$ cat src/rtl/dmux_pkg.sv
// Shared types and constants for the N-way stream demultiplexer.
package dmux_pkg;

  typedef enum logic {
    CH_EMPTY = 1'b0,
    CH_FULL  = 1'b1
  } ch_state_e;

  localparam int DMUX_WIDTH = 8;
  localparam int DMUX_N     = 4;

  function automatic int sel_w(input int n);
    return (n > 1) ? $clog2(n) : 1;
  endfunction

endpackage

$ cat src/rtl/dmux_n_stream_if.sv
// Upstream word/handshake plus per-channel downstream bundle of the demultiplexer.
interface dmux_n_stream_if import dmux_pkg::*; #(
  parameter int WIDTH = DMUX_WIDTH,
  parameter int N     = DMUX_N,
  parameter int SELW  = sel_w(N)
);
  logic [WIDTH-1:0]   ic;
  logic [SELW-1:0]    isel;
  logic               ibcast;
  logic               ivalid;
  logic               oready;
  logic [N*WIDTH-1:0] oz;
  logic [N-1:0]       ozvalid;
  logic [N-1:0]       iready;
  logic               oerr;

  modport master (output ic, isel, ibcast, ivalid, iready,
                  input  oready, oz, ozvalid, oerr);
  modport slave  (input  ic, isel, ibcast, ivalid, iready,
                  output oready, oz, ozvalid, oerr);
endinterface

$ cat src/rtl/dmux_ch_buf.sv
// One-entry output buffer for a single channel; writes only arrive when can_acc is high.
module dmux_ch_buf import dmux_pkg::*; #(
  parameter int WIDTH = DMUX_WIDTH
) (
  input  logic             iclk,
  input  logic             irst,
  input  logic             wr,
  input  logic [WIDTH-1:0] din,
  input  logic             iready,
  output logic             ozvalid,
  output logic [WIDTH-1:0] oz,
  output logic             can_acc
);

  ch_state_e        st_p1, st_nxt;
  logic [WIDTH-1:0] data_p1;

  always_ff @(posedge iclk or posedge irst) begin
    if (irst) st_p1 <= CH_EMPTY;
    else      st_p1 <= st_nxt;
  end

  always_comb begin
    st_nxt = st_p1;
    case (st_p1)
      CH_EMPTY: if (wr) st_nxt = CH_FULL;
      CH_FULL:  if (!wr && iready) st_nxt = CH_EMPTY;
      default:  st_nxt = CH_EMPTY;
    endcase
  end

  // Data is cleared by reset so oz reads zero while irst is held.
  always_ff @(posedge iclk or posedge irst) begin
    if (irst)    data_p1 <= '0;
    else if (wr) data_p1 <= din;
  end

  assign ozvalid = (st_p1 == CH_FULL);
  assign oz      = data_p1;
  assign can_acc = (st_p1 == CH_EMPTY) || iready;

endmodule

$ cat src/rtl/dmux_n_stream.sv
// Routes each upstream word to one channel (or all, on broadcast); out-of-range selects are dropped and flagged.
module dmux_n_stream import dmux_pkg::*; #(
  parameter  int WIDTH = DMUX_WIDTH,
  parameter  int N     = DMUX_N,
  localparam int SELW  = sel_w(N)
) (
  input logic             iclk,
  input logic             irst,
  dmux_n_stream_if.slave  bus
);

  logic [N-1:0]       can_acc;
  logic [N-1:0]       wr;
  logic [N-1:0]       ozvalid_w;
  logic [N*WIDTH-1:0] oz_w;
  logic [31:0]        sel_ext;
  logic               sel_ok;
  logic               uni_ok;
  logic               oready_c;
  logic               accept;
  logic               err_p1;

  // oready looks only at buffer state and iready, never at ivalid.
  always_comb begin
    sel_ext = 32'(bus.isel);
    sel_ok  = sel_ext < 32'(N);
    uni_ok  = 1'b0;
    for (int k = 0; k < N; k++) begin
      if (sel_ext == 32'(k)) uni_ok = can_acc[k];
    end
    if (irst)            oready_c = 1'b0;
    else if (bus.ibcast) oready_c = &can_acc;
    else if (!sel_ok)    oready_c = 1'b1;
    else                 oready_c = uni_ok;
  end

  always_comb begin
    accept = bus.ivalid && oready_c;
    wr     = '0;
    for (int k = 0; k < N; k++) begin
      wr[k] = accept && (bus.ibcast || (sel_ext == 32'(k)));
    end
  end

  always_ff @(posedge iclk or posedge irst) begin
    if (irst) err_p1 <= 1'b0;
    else      err_p1 <= accept && !bus.ibcast && !sel_ok;
  end

  for (genvar gk = 0; gk < N; gk++) begin : g_ch
    dmux_ch_buf #(.WIDTH(WIDTH)) u_buf (
      .iclk    (iclk),
      .irst    (irst),
      .wr      (wr[gk]),
      .din     (bus.ic),
      .iready  (bus.iready[gk]),
      .ozvalid (ozvalid_w[gk]),
      .oz      (oz_w[gk*WIDTH +: WIDTH]),
      .can_acc (can_acc[gk])
    );
  end

  assign bus.oready  = oready_c;
  assign bus.ozvalid = ozvalid_w;
  assign bus.oz      = oz_w;
  assign bus.oerr    = err_p1;

endmodule

$ cat src/flat_wrapper.sv
// flat-port wrapper written by rule: the top's interface ports become plain ports
module dmux_n_stream_flat import dmux_pkg::*;
#(
  parameter  int WIDTH = DMUX_WIDTH,
  parameter  int N     = DMUX_N,
  localparam int SELW  = sel_w(N)
)
  (iclk, irst, bus_ic, bus_isel, bus_ibcast, bus_ivalid, bus_iready, bus_oready, bus_oz, bus_ozvalid, bus_oerr);
  dmux_n_stream_if #(.WIDTH(WIDTH), .N(N)) bus_i ();
  input logic iclk;
  input logic irst;
  input wire logic [$bits(bus_i.ic)-1:0] bus_ic;
  input wire logic [$bits(bus_i.isel)-1:0] bus_isel;
  input wire logic [$bits(bus_i.ibcast)-1:0] bus_ibcast;
  input wire logic [$bits(bus_i.ivalid)-1:0] bus_ivalid;
  input wire logic [$bits(bus_i.iready)-1:0] bus_iready;
  output wire logic [$bits(bus_i.oready)-1:0] bus_oready;
  output wire logic [$bits(bus_i.oz)-1:0] bus_oz;
  output wire logic [$bits(bus_i.ozvalid)-1:0] bus_ozvalid;
  output wire logic [$bits(bus_i.oerr)-1:0] bus_oerr;
  assign bus_i.ic = bus_ic;
  assign bus_i.isel = bus_isel;
  assign bus_i.ibcast = bus_ibcast;
  assign bus_i.ivalid = bus_ivalid;
  assign bus_i.iready = bus_iready;
  assign bus_oready = bus_i.oready;
  assign bus_oz = bus_i.oz;
  assign bus_ozvalid = bus_i.ozvalid;
  assign bus_oerr = bus_i.oerr;
  dmux_n_stream #(.WIDTH(WIDTH), .N(N)) u_core (.iclk(iclk), .irst(irst), .bus(bus_i));
endmodule
$ cat config.mk
export PLATFORM = sky130hd
export DESIGN_NAME = dmux_n_stream_flat
export DESIGN_NICKNAME = d
export VERILOG_FILES = /design/src/rtl/dmux_pkg.sv /design/src/rtl/dmux_n_stream_if.sv /design/src/rtl/dmux_ch_buf.sv /design/src/rtl/dmux_n_stream.sv /design/src/flat_wrapper.sv
export SDC_FILE = /design/constraint.sdc
export NUM_CORES = 1
export LEC_CHECK = 0
export CORE_UTILIZATION = 45
export DETAILED_ROUTE_END_ITERATION = 8
export GPL_ROUTABILITY_DRIVEN = 0
export PLACE_DENSITY = 0.82
export SETUP_SLACK_MARGIN = 0.2
export SLEW_MARGIN = 10
export SYNTH_ARGS = -nofsm -noshare
export SYNTH_HDL_FRONTEND = slang
export SYNTH_HIERARCHICAL = 1
export SYNTH_SLANG_ARGS = --single-unit
$ cat constraint.sdc
create_clock -name iclk -period 1.9 [get_ports iclk]
set_clock_uncertainty 0.05 [all_clocks]
set_input_delay 0.38 -clock iclk [delete_from_list [all_inputs] [get_ports iclk]]
set_output_delay 0.38 -clock iclk [all_outputs]
set_load 0.02 [all_outputs]
==> run_summary.xml, run 1 <==
<?xml version="1.0" encoding="UTF-8"?>
<metrics>
  <group name="floorplan">
    <metric name="dieWidth" unit="um">62.7</metric>
    <metric name="chip_height" unit="um">62.7</metric>
    <metric name="placementRows" unit="">21</metric>
    <metric name="design.core.area" unit="mm^2">0.00344</metric>
    <metric name="floorplan.initialDensity" unit="">0.482</metric>
    <metric name="design.die.area" unit="mm^2">0.00394</metric>
    <metric name="boundary_pins" unit="">56</metric>
  </group>
  <group name="sta">
    <metric name="fin_setup_tns" unit="ns">-2.30</metric>
    <metric name="post-route-period-util" unit="">1.06</metric>
    <metric name="period_needed" unit="ns">2.01</metric>
    <metric name="timing.final.hold_violations" unit="">0</metric>
    <metric name="maxSlewViolCount" unit="">0</metric>
    <metric name="achievable-frequency" unit="MHz">496</metric>
    <metric name="final.setup.worst_slack" unit="ns">-0.115</metric>
    <metric name="rsz_0062_raised_after_global_routing" unit="">yes</metric>
    <metric name="finalSetupViolations" unit="">32</metric>
  </group>
  <group name="placement">
    <metric name="dp_worst_setup_slack" unit="ns">-0.554</metric>
    <metric name="numPortBuffers" unit="">54</metric>
    <metric name="dp.final_hpwl" unit="um">2830</metric>
    <metric name="placed_cell_area" unit="mm^2">0.00240</metric>
  </group>
  <group name="yosys">
    <metric name="syn-cell-area" unit="mm^2">0.00166</metric>
    <metric name="post_synth_and_or_nand_nor_area_fraction" unit="">0.0625</metric>
    <metric name="combinational_family_with_the_most_area_after_synthesis" unit="">multiplexers</metric>
    <metric name="synthesis.yosys.warnings" unit="">6</metric>
    <metric name="synth_xor_area_frac" unit="">0</metric>
    <metric name="ys_ff_latch" unit="">36</metric>
    <metric name="postSynthNetCount" unit="">122</metric>
    <metric name="synth.area.mux_share" unit="">0.289</metric>
    <metric name="synth-compound-area-share" unit="">0.0580</metric>
    <metric name="synth_cells" unit="">104</metric>
    <metric name="synth-adder-area-share" unit="">0</metric>
    <metric name="synth.lib_cells_used.distinct" unit="">18</metric>
    <metric name="post_synth.cell_area_avg" unit="um^2">16.0</metric>
    <metric name="ys_seq_area_frac" unit="">0.543</metric>
  </group>
  <group name="setup_path">
    <metric name="r2r_end" unit="">u_core/g_ch[2].u_buf/oz[6]$_DFFE_PP0P_</metric>
    <metric name="reg2reg_depth" unit="">8</metric>
    <metric name="r2r_slack" unit="ns">-0.11</metric>
    <metric name="crit_path_end_kind" unit="">register</metric>
    <metric name="worst-setup-path-type" unit="">reg -&gt; reg</metric>
    <metric name="arrival" unit="ns">2.13</metric>
    <metric name="worst_reg2reg_path_startpoint" unit="">u_core/g_ch[0].u_buf/ozvalid$_DFF_PP0_</metric>
    <metric name="crit_required" unit="ns">2.01</metric>
    <metric name="worst-path-max-fanout" unit="">9</metric>
    <metric name="startpoint_type" unit="">register</metric>
  </group>
  <group name="detailed_routing">
    <metric name="avgRoutedWirePerCell" unit="um">18.7</metric>
    <metric name="remaining_drc_errors" unit="">0</metric>
    <metric name="dr.pass1.iters" unit="">4</metric>
    <metric name="detailed_route_via_count" unit="">1195</metric>
    <metric name="detail_route.iter0.violations" unit="">29</metric>
    <metric name="detail_route.vias_per_cell" unit="">4.94</metric>
    <metric name="totalWireLength" unit="um">4540</metric>
    <metric name="postRouteAntennaNets" unit="">0</metric>
  </group>
  <group name="pwr">
    <metric name="p_clk_frac" unit="">0.182</metric>
    <metric name="combPwrFrac" unit="">0.429</metric>
    <metric name="total_leakage_power" unit="nW">1.49</metric>
    <metric name="seq_power_share" unit="">0.389</metric>
    <metric name="power_per_cell_area" unit="mW/mm^2">1020</metric>
    <metric name="total_power" unit="mW">2.84</metric>
    <metric name="power.internal" unit="mW">1.90</metric>
    <metric name="net-switching-power" unit="mW">0.938</metric>
    <metric name="power.ir.vdd_worst" unit="mV">0.788</metric>
    <metric name="power.switching_fraction" unit="">0.330</metric>
  </group>
  <group name="run_status">
    <metric name="status" unit="">finished, violations left</metric>
    <metric name="failed_checks" unit="">negative setup slack</metric>
  </group>
  <group name="grt">
    <metric name="antenna_found_initial" unit="">0</metric>
    <metric name="largest_net_degree_at_the_start_of_global_routing" unit="">13</metric>
    <metric name="grt_pass1_vias" unit="">1359</metric>
    <metric name="grt.overflow.total" unit="">0</metric>
    <metric name="global_route_wire_length_before_repair" unit="um">6990</metric>
    <metric name="grt.total_usage" unit="">0.244</metric>
  </group>
  <group name="clock_network">
    <metric name="clock-root-buffer" unit="">sky130_fd_sc_hd__clkbuf_8</metric>
    <metric name="cts-buffers-inserted" unit="">5</metric>
    <metric name="clock_sink_count" unit="">36</metric>
    <metric name="clkTransAtPathRegs" unit="ns">0.07</metric>
    <metric name="cts.hold.buffers_added" unit="">0</metric>
    <metric name="clkLatencyLatePin" unit="ns">0.28</metric>
    <metric name="tritoncts" unit="">built</metric>
    <metric name="cts_buffer_depth" unit="">2</metric>
    <metric name="htreeDepth" unit="">2</metric>
  </group>
  <group name="cells_and_area">
    <metric name="final_nets" unit="">213</metric>
    <metric name="nFillCells" unit="">187</metric>
    <metric name="areaGrowthSynthToFinish" unit="%">67.4</metric>
    <metric name="post_route_cell_area" unit="mm^2">0.00278</metric>
    <metric name="drive_above_1_share" unit="">0.480</metric>
    <metric name="fin_util" unit="">0.807</metric>
    <metric name="number_of_antenna_repair_diodes" unit="">0</metric>
  </group>
  <group name="hold_path">
    <metric name="worstHoldPathType" unit="">in -&gt; async</metric>
  </group>
  <group name="job">
    <metric name="drv.max_cap_violation_count" unit="">0</metric>
  </group>
</metrics>
-- state kept, by name, summed over array words and instances, names as in the netlist --
| name | count |
|---|---|
| u_core/g_ch.u_buf/ozvalid | 4 |
| u_core/g_ch.u_buf/oz | 32 |
-- worst max-delay path: stages, from the launching register on --
cell and delay [ns]:
sky130_fd_sc_hd__dfrtp_2 0.42, sky130_fd_sc_hd__nand2b_4 0.09, sky130_fd_sc_hd__or3_4 0.13, sky130_fd_sc_hd__buf_6 0.10, sky130_fd_sc_hd__o2111ai_4 0.15, sky130_fd_sc_hd__buf_4 0.20
sky130_fd_sc_hd__a2111oi_4 0.25, sky130_fd_sc_hd__buf_12 0.19, sky130_fd_sc_hd__mux2_4 0.31
-- cells in the mapped netlist, drive strengths merged --
library cell / n / area [um^2]
a2111oi: 2 / 30.0
a21oi: 2 / 17.5
buf: 5 / 52.6
conb: 1 / 3.75
dfrtp: 36 / 901
inv: 6 / 22.5
mux2: 32 / 480
nand2: 1 / 3.75
nand2b: 9 / 56.3
nor2: 2 / 7.51
nor3: 1 / 5.00
nor4: 2 / 12.5
o2111ai: 1 / 26.3
o211ai: 1 / 7.51
o2bb2ai: 1 / 15.0
or2b: 1 / 7.51
or3: 1 / 11.3
-- cell families after synthesis --
| logic type | count (synthesis) |
|---|---|
| AND/OR/NAND/NOR | 17 |
| flip-flops | 36 |
| buffers and inverters | 11 |
| AO/OA/AOI/OAI | 7 |
| multiplexers | 32 |
| other | 1 |
-- power by group through the flow --
stage / logic [mW] / registers, mW / clock network, mW
floorplan: 0.385 / 1.36 / 0
global placement: 1.19 / 1.11 / 0
detailed placement: 1.21 / 1.12 / 0
CTS: 1.23 / 1.11 / 0.531
global route: 1.27 / 1.13 / 0.566
finish: 1.22 / 1.11 / 0.517
-- layout make-up --
type / instances / area (um^2) / area share
tap: 46 / 57.6 / 0.0207
timing repair buffer: 89 / 903 / 0.325
clock inverter: 3 / 18.8 / 0.00675
multi-input combinational: 57 / 805 / 0.290
clock buffer: 5 / 68.8 / 0.0248
sequential: 36 / 903 / 0.325
inverter: 6 / 22.5 / 0.00810
-- per-stage QoR --
stage	hold WS, ns	cells
floorplan	0.158	104
finish	0.318	242
CTS	0.313	240
global route	0.343	242
global placement	0.446	219
detailed placement	0.445	219
-- routing by layer --
metal	vias up	GRT usage	routed length, um
met5	-	0	0
met4	0	0.108	95
met3	9	0.0347	155
met2	39	0.470	2490
met1	604	0.258	1800
li1	543	-	-
-- layout by cell type, fill, tap and decap left out, drive strengths merged, types with 3 or more instances in the layout --
| cell type | n |
|---|---|
| nand2b | 9 |
| inv | 6 |
| clkbuf | 5 |
| clkdlybuf4s50 | 12 |
| dlygate4sd2 | 18 |
| clkinv | 3 |
| mux2 | 32 |
| dlymetal6s2s | 22 |
| dfrtp | 36 |
| buf | 36 |
-- worst max path at each step --
stage                                                         to                                   start
final                     u_core/g_ch[2].u_buf/oz[6]$_DFFE_PP0P_  u_core/g_ch[0].u_buf/ozvalid$_DFF_PP0_
after global routing      u_core/g_ch[0].u_buf/oz[7]$_DFFE_PP0P_  u_core/g_ch[0].u_buf/ozvalid$_DFF_PP0_
after floorplan           u_core/g_ch[0].u_buf/oz[0]$_DFFE_PP0P_  u_core/g_ch[0].u_buf/ozvalid$_DFF_PP0_
after detailed placement                              bus_oready                             bus_isel[1]
after CTS                 u_core/g_ch[2].u_buf/oz[6]$_DFFE_PP0P_  u_core/g_ch[0].u_buf/ozvalid$_DFF_PP0_
after global placement    u_core/g_ch[2].u_buf/oz[1]$_DFFE_PP0P_                             bus_isel[1]
-- repair_timing --
item                       4_1_cts  5_1_grt
cloned                           3        0
buffers inserted                10        2
pin swaps                        4        1
resized for setup               48       30
setup endpoints to repair       47       59
(Power assumes the default switching activity.)
==> inputs of run 2 (changes only) <==
--- a/config.mk
+++ b/config.mk
@@ -6,10 +6,11 @@
 export NUM_CORES = 1
 export LEC_CHECK = 0
 export CORE_UTILIZATION = 45
+export CTS_CLUSTER_DIAMETER = 200
 export DETAILED_ROUTE_END_ITERATION = 8
 export GPL_ROUTABILITY_DRIVEN = 0
 export PLACE_DENSITY = 0.82
-export SETUP_SLACK_MARGIN = 0.2
+export SETUP_SLACK_MARGIN = 0.1
 export SLEW_MARGIN = 10
 export SYNTH_ARGS = -nofsm -noshare
 export SYNTH_HDL_FRONTEND = slang
==> run 2 against run 1 <==
The flow still finishes with violations (negative setup slack). Total power up 6.4%. Flip-flop and latch count unchanged. Sequential power about the same. Count of clock-buffer cells in the layout up 1. Via count down 2.3%. Die area unchanged. Highest routed layer unchanged.
==> run_summary.xml, run 2 (synthesis results as in run 1) <==
<?xml version="1.0" encoding="UTF-8"?>
<metrics>
  <group name="pwr">
    <metric name="power.ir.vdd_worst" unit="mV">0.720</metric>
    <metric name="total_power" unit="mW">3.02</metric>
    <metric name="seq_power_share" unit="">0.366</metric>
    <metric name="net-switching-power" unit="mW">0.934</metric>
    <metric name="p_clk_frac" unit="">0.213</metric>
    <metric name="power_per_cell_area" unit="mW/mm^2">1130</metric>
    <metric name="total_leakage_power" unit="nW">1.20</metric>
    <metric name="power.switching_fraction" unit="">0.309</metric>
    <metric name="power.internal" unit="mW">2.09</metric>
    <metric name="combPwrFrac" unit="">0.421</metric>
  </group>
  <group name="floorplan">
    <metric name="boundary_pins" unit="">56</metric>
    <metric name="floorplan.initialDensity" unit="">0.482</metric>
    <metric name="chip_height" unit="um">62.7</metric>
    <metric name="design.core.area" unit="mm^2">0.00344</metric>
    <metric name="design.die.area" unit="mm^2">0.00394</metric>
    <metric name="dieWidth" unit="um">62.7</metric>
    <metric name="placementRows" unit="">21</metric>
  </group>
  <group name="hold_path">
    <metric name="worstHoldPathType" unit="">reg -&gt; reg</metric>
    <metric name="hold_depth" unit="">1</metric>
  </group>
  <group name="setup_path">
    <metric name="max_stage_delay" unit="ns">0.43</metric>
    <metric name="reg2reg_depth" unit="">6</metric>
    <metric name="slowest_stage" unit="">sky130_fd_sc_hd__dfrtp_2</metric>
    <metric name="startpoint_type" unit="">register</metric>
    <metric name="arrival" unit="ns">2.09</metric>
    <metric name="cp.buffers_inverters" unit="">1</metric>
    <metric name="timing.critical_path.cells" unit="">nand2b_4 &gt; or3_4 &gt; o2111ai_4 &gt; nor4_4 &gt; buf_4 &gt; mux2_4</metric>
    <metric name="worst-path-max-fanout" unit="">4</metric>
    <metric name="path_depth" unit="">6</metric>
    <metric name="crit_required" unit="ns">2.02</metric>
    <metric name="critPathTopFamily" unit="">simple AND/OR/NAND/NOR gates</metric>
    <metric name="crit_path_end_kind" unit="">register</metric>
    <metric name="worst-setup-path-type" unit="">reg -&gt; reg</metric>
  </group>
  <group name="clock_network">
    <metric name="cts-buffers-inserted" unit="">5</metric>
    <metric name="tritoncts" unit="">built</metric>
    <metric name="htreeDepth" unit="">2</metric>
    <metric name="clkLatencyLatePin" unit="ns">0.28</metric>
    <metric name="clock_sink_count" unit="">36</metric>
    <metric name="cts_buffer_depth" unit="">2</metric>
    <metric name="clock-root-buffer" unit="">sky130_fd_sc_hd__clkbuf_8</metric>
    <metric name="clkTransAtPathRegs" unit="ns">0.07</metric>
  </group>
  <group name="detailed_routing">
    <metric name="dr.pass1.iters" unit="">4</metric>
    <metric name="detailed_route_via_count" unit="">1167</metric>
    <metric name="avgRoutedWirePerCell" unit="um">19.1</metric>
    <metric name="totalWireLength" unit="um">4470</metric>
    <metric name="postRouteAntennaNets" unit="">0</metric>
    <metric name="detail_route.iter0.violations" unit="">43</metric>
    <metric name="detail_route.vias_per_cell" unit="">4.99</metric>
    <metric name="remaining_drc_errors" unit="">0</metric>
  </group>
  <group name="cells_and_area">
    <metric name="final_nets" unit="">205</metric>
    <metric name="leading_cell_types_in_the_layout_fill_and_taps_excluded" unit="">sky130_fd_sc_hd__clkdlybuf4s50_1 (46), sky130_fd_sc_hd__dfrtp_1 (34), sky130_fd_sc_hd__mux2_4 (32), sky130_fd_sc_hd__buf_4 (18), sky130_fd_sc_hd__buf_6 (8)</metric>
    <metric name="largest_register_ffs" unit="">32</metric>
    <metric name="areaGrowthSynthToFinish" unit="%">61.4</metric>
    <metric name="most_frequent_standard_cell_in_the_layout_excluding_fill_and_tap_cells" unit="">sky130_fd_sc_hd__clkdlybuf4s50_1</metric>
    <metric name="number_of_antenna_repair_diodes" unit="">0</metric>
    <metric name="drive_above_1_share" unit="">0.457</metric>
    <metric name="fin_util" unit="">0.779</metric>
  </group>
  <group name="sta">
    <metric name="final.setup.worst_slack" unit="ns">-0.0691</metric>
    <metric name="timing.final.hold_violations" unit="">0</metric>
    <metric name="maxSlewViolCount" unit="">0</metric>
    <metric name="finalSetupViolations" unit="">33</metric>
    <metric name="achievable-frequency" unit="MHz">508</metric>
    <metric name="holdWs" unit="ns">0.463</metric>
    <metric name="period_needed" unit="ns">1.97</metric>
    <metric name="fin_setup_tns" unit="ns">-1.41</metric>
    <metric name="post-route-period-util" unit="">1.04</metric>
    <metric name="rsz_0062_raised_after_global_routing" unit="">yes</metric>
  </group>
  <group name="grt">
    <metric name="global_route_wire_length_before_repair" unit="um">7070</metric>
    <metric name="grt.total_usage" unit="">0.245</metric>
    <metric name="grt_pass1_vias" unit="">1290</metric>
    <metric name="antenna_found_initial" unit="">0</metric>
    <metric name="grt.overflow.total" unit="">0</metric>
    <metric name="largest_net_degree_at_the_start_of_global_routing" unit="">12</metric>
  </group>
  <group name="placement">
    <metric name="dp_worst_setup_slack" unit="ns">-0.596</metric>
    <metric name="numPortBuffers" unit="">54</metric>
    <metric name="dp.final_hpwl" unit="um">2740</metric>
  </group>
  <group name="run_status">
    <metric name="failed_checks" unit="">negative setup slack</metric>
    <metric name="status" unit="">finished, violations left</metric>
  </group>
  <group name="job">
    <metric name="drv.max_cap_violation_count" unit="">0</metric>
  </group>
</metrics>
## run 2: changes by cell type in the layout (fill, tap and decap cells not counted), moves of 4 or more
cell	previous run	this run
sky130_fd_sc_hd__clkdlybuf4s50_1	12	46
sky130_fd_sc_hd__buf_6	12	8
sky130_fd_sc_hd__buf_4	22	18
sky130_fd_sc_hd__dlygate4sd2_1	18	4
sky130_fd_sc_hd__dlymetal6s2s_1	22	0
## run 2: path summary, 6_finish.rpt
check,from,end,slack [ns]
setup / recovery,u_core/g_ch[0].u_buf/ozvalid$_DFF_PP0_,u_core/g_ch[0].u_buf/oz[0]$_DFFE_PP0P_,-0.07
hold / removal,u_core/g_ch[0].u_buf/oz[2]$_DFFE_PP0P_,u_core/g_ch[0].u_buf/oz[2]$_DFFE_PP0P_,0.46
setup reg to reg,u_core/g_ch[0].u_buf/ozvalid$_DFF_PP0_,u_core/g_ch[0].u_buf/oz[0]$_DFFE_PP0P_,-0.07
hold reg to reg,u_core/g_ch[0].u_buf/oz[2]$_DFFE_PP0P_,u_core/g_ch[0].u_buf/oz[2]$_DFFE_PP0P_,0.46
max in group asynchronous,irst,u_core/g_ch[0].u_buf/ozvalid$_DFF_PP0_,1.00
min in group asynchronous,irst,u_core/g_ch[2].u_buf/oz[2]$_DFFE_PP0P_,0.49
## run 2: layer usage
metal	vias up	track usage	share of wire
li1	526	-	-
met1	592	0.293	0.41
met2	40	0.429	0.53
met3	9	0.0584	0.039
met4	0	0.0814	0.022
met5	-	0	0
## run 2: final cells by class
class | count | area (um^2)
Sequential cell | 36 | 903
Multi-Input combinational cell | 57 | 812
Fill cell | 178 | 762
Timing Repair Buffer | 81 | 777
Inverter | 6 | 22.5
Clock buffer | 6 | 72.6
Clock inverter | 2 | 35.0
Tap cell | 46 | 57.6
## run 2: power by group through the flow
stage          Sequential [mW]  Clock (mW)  Combinational [mW]
6_report                  1.11       0.644                1.27
5_1_grt                   1.13       0.697                1.32
4_1_cts                   1.10       0.661                1.25
3_5_place_dp              1.11           0                1.21
3_3_place_gp              1.10           0                1.19
2_1_floorplan             1.36           0               0.385
## run 2: through the flow
| stage | cell area (um^2) | instances |
|---|---|---|
| after floorplan | 1680 | 104 |
| after global placement | 2380 | 216 |
| after detailed placement | 2380 | 216 |
| after CTS | 2630 | 232 |
| after global routing | 2680 | 234 |
| final | 2680 | 234 |
## run 2: timing repair
item / CTS / global route
cloned: 2 / 1
setup endpoints to repair: 37 / 34
setup buffers: 6 / 1
resized for setup: 34 / 10
pin swaps: 2 / 3
hold buffers: 0 / 0
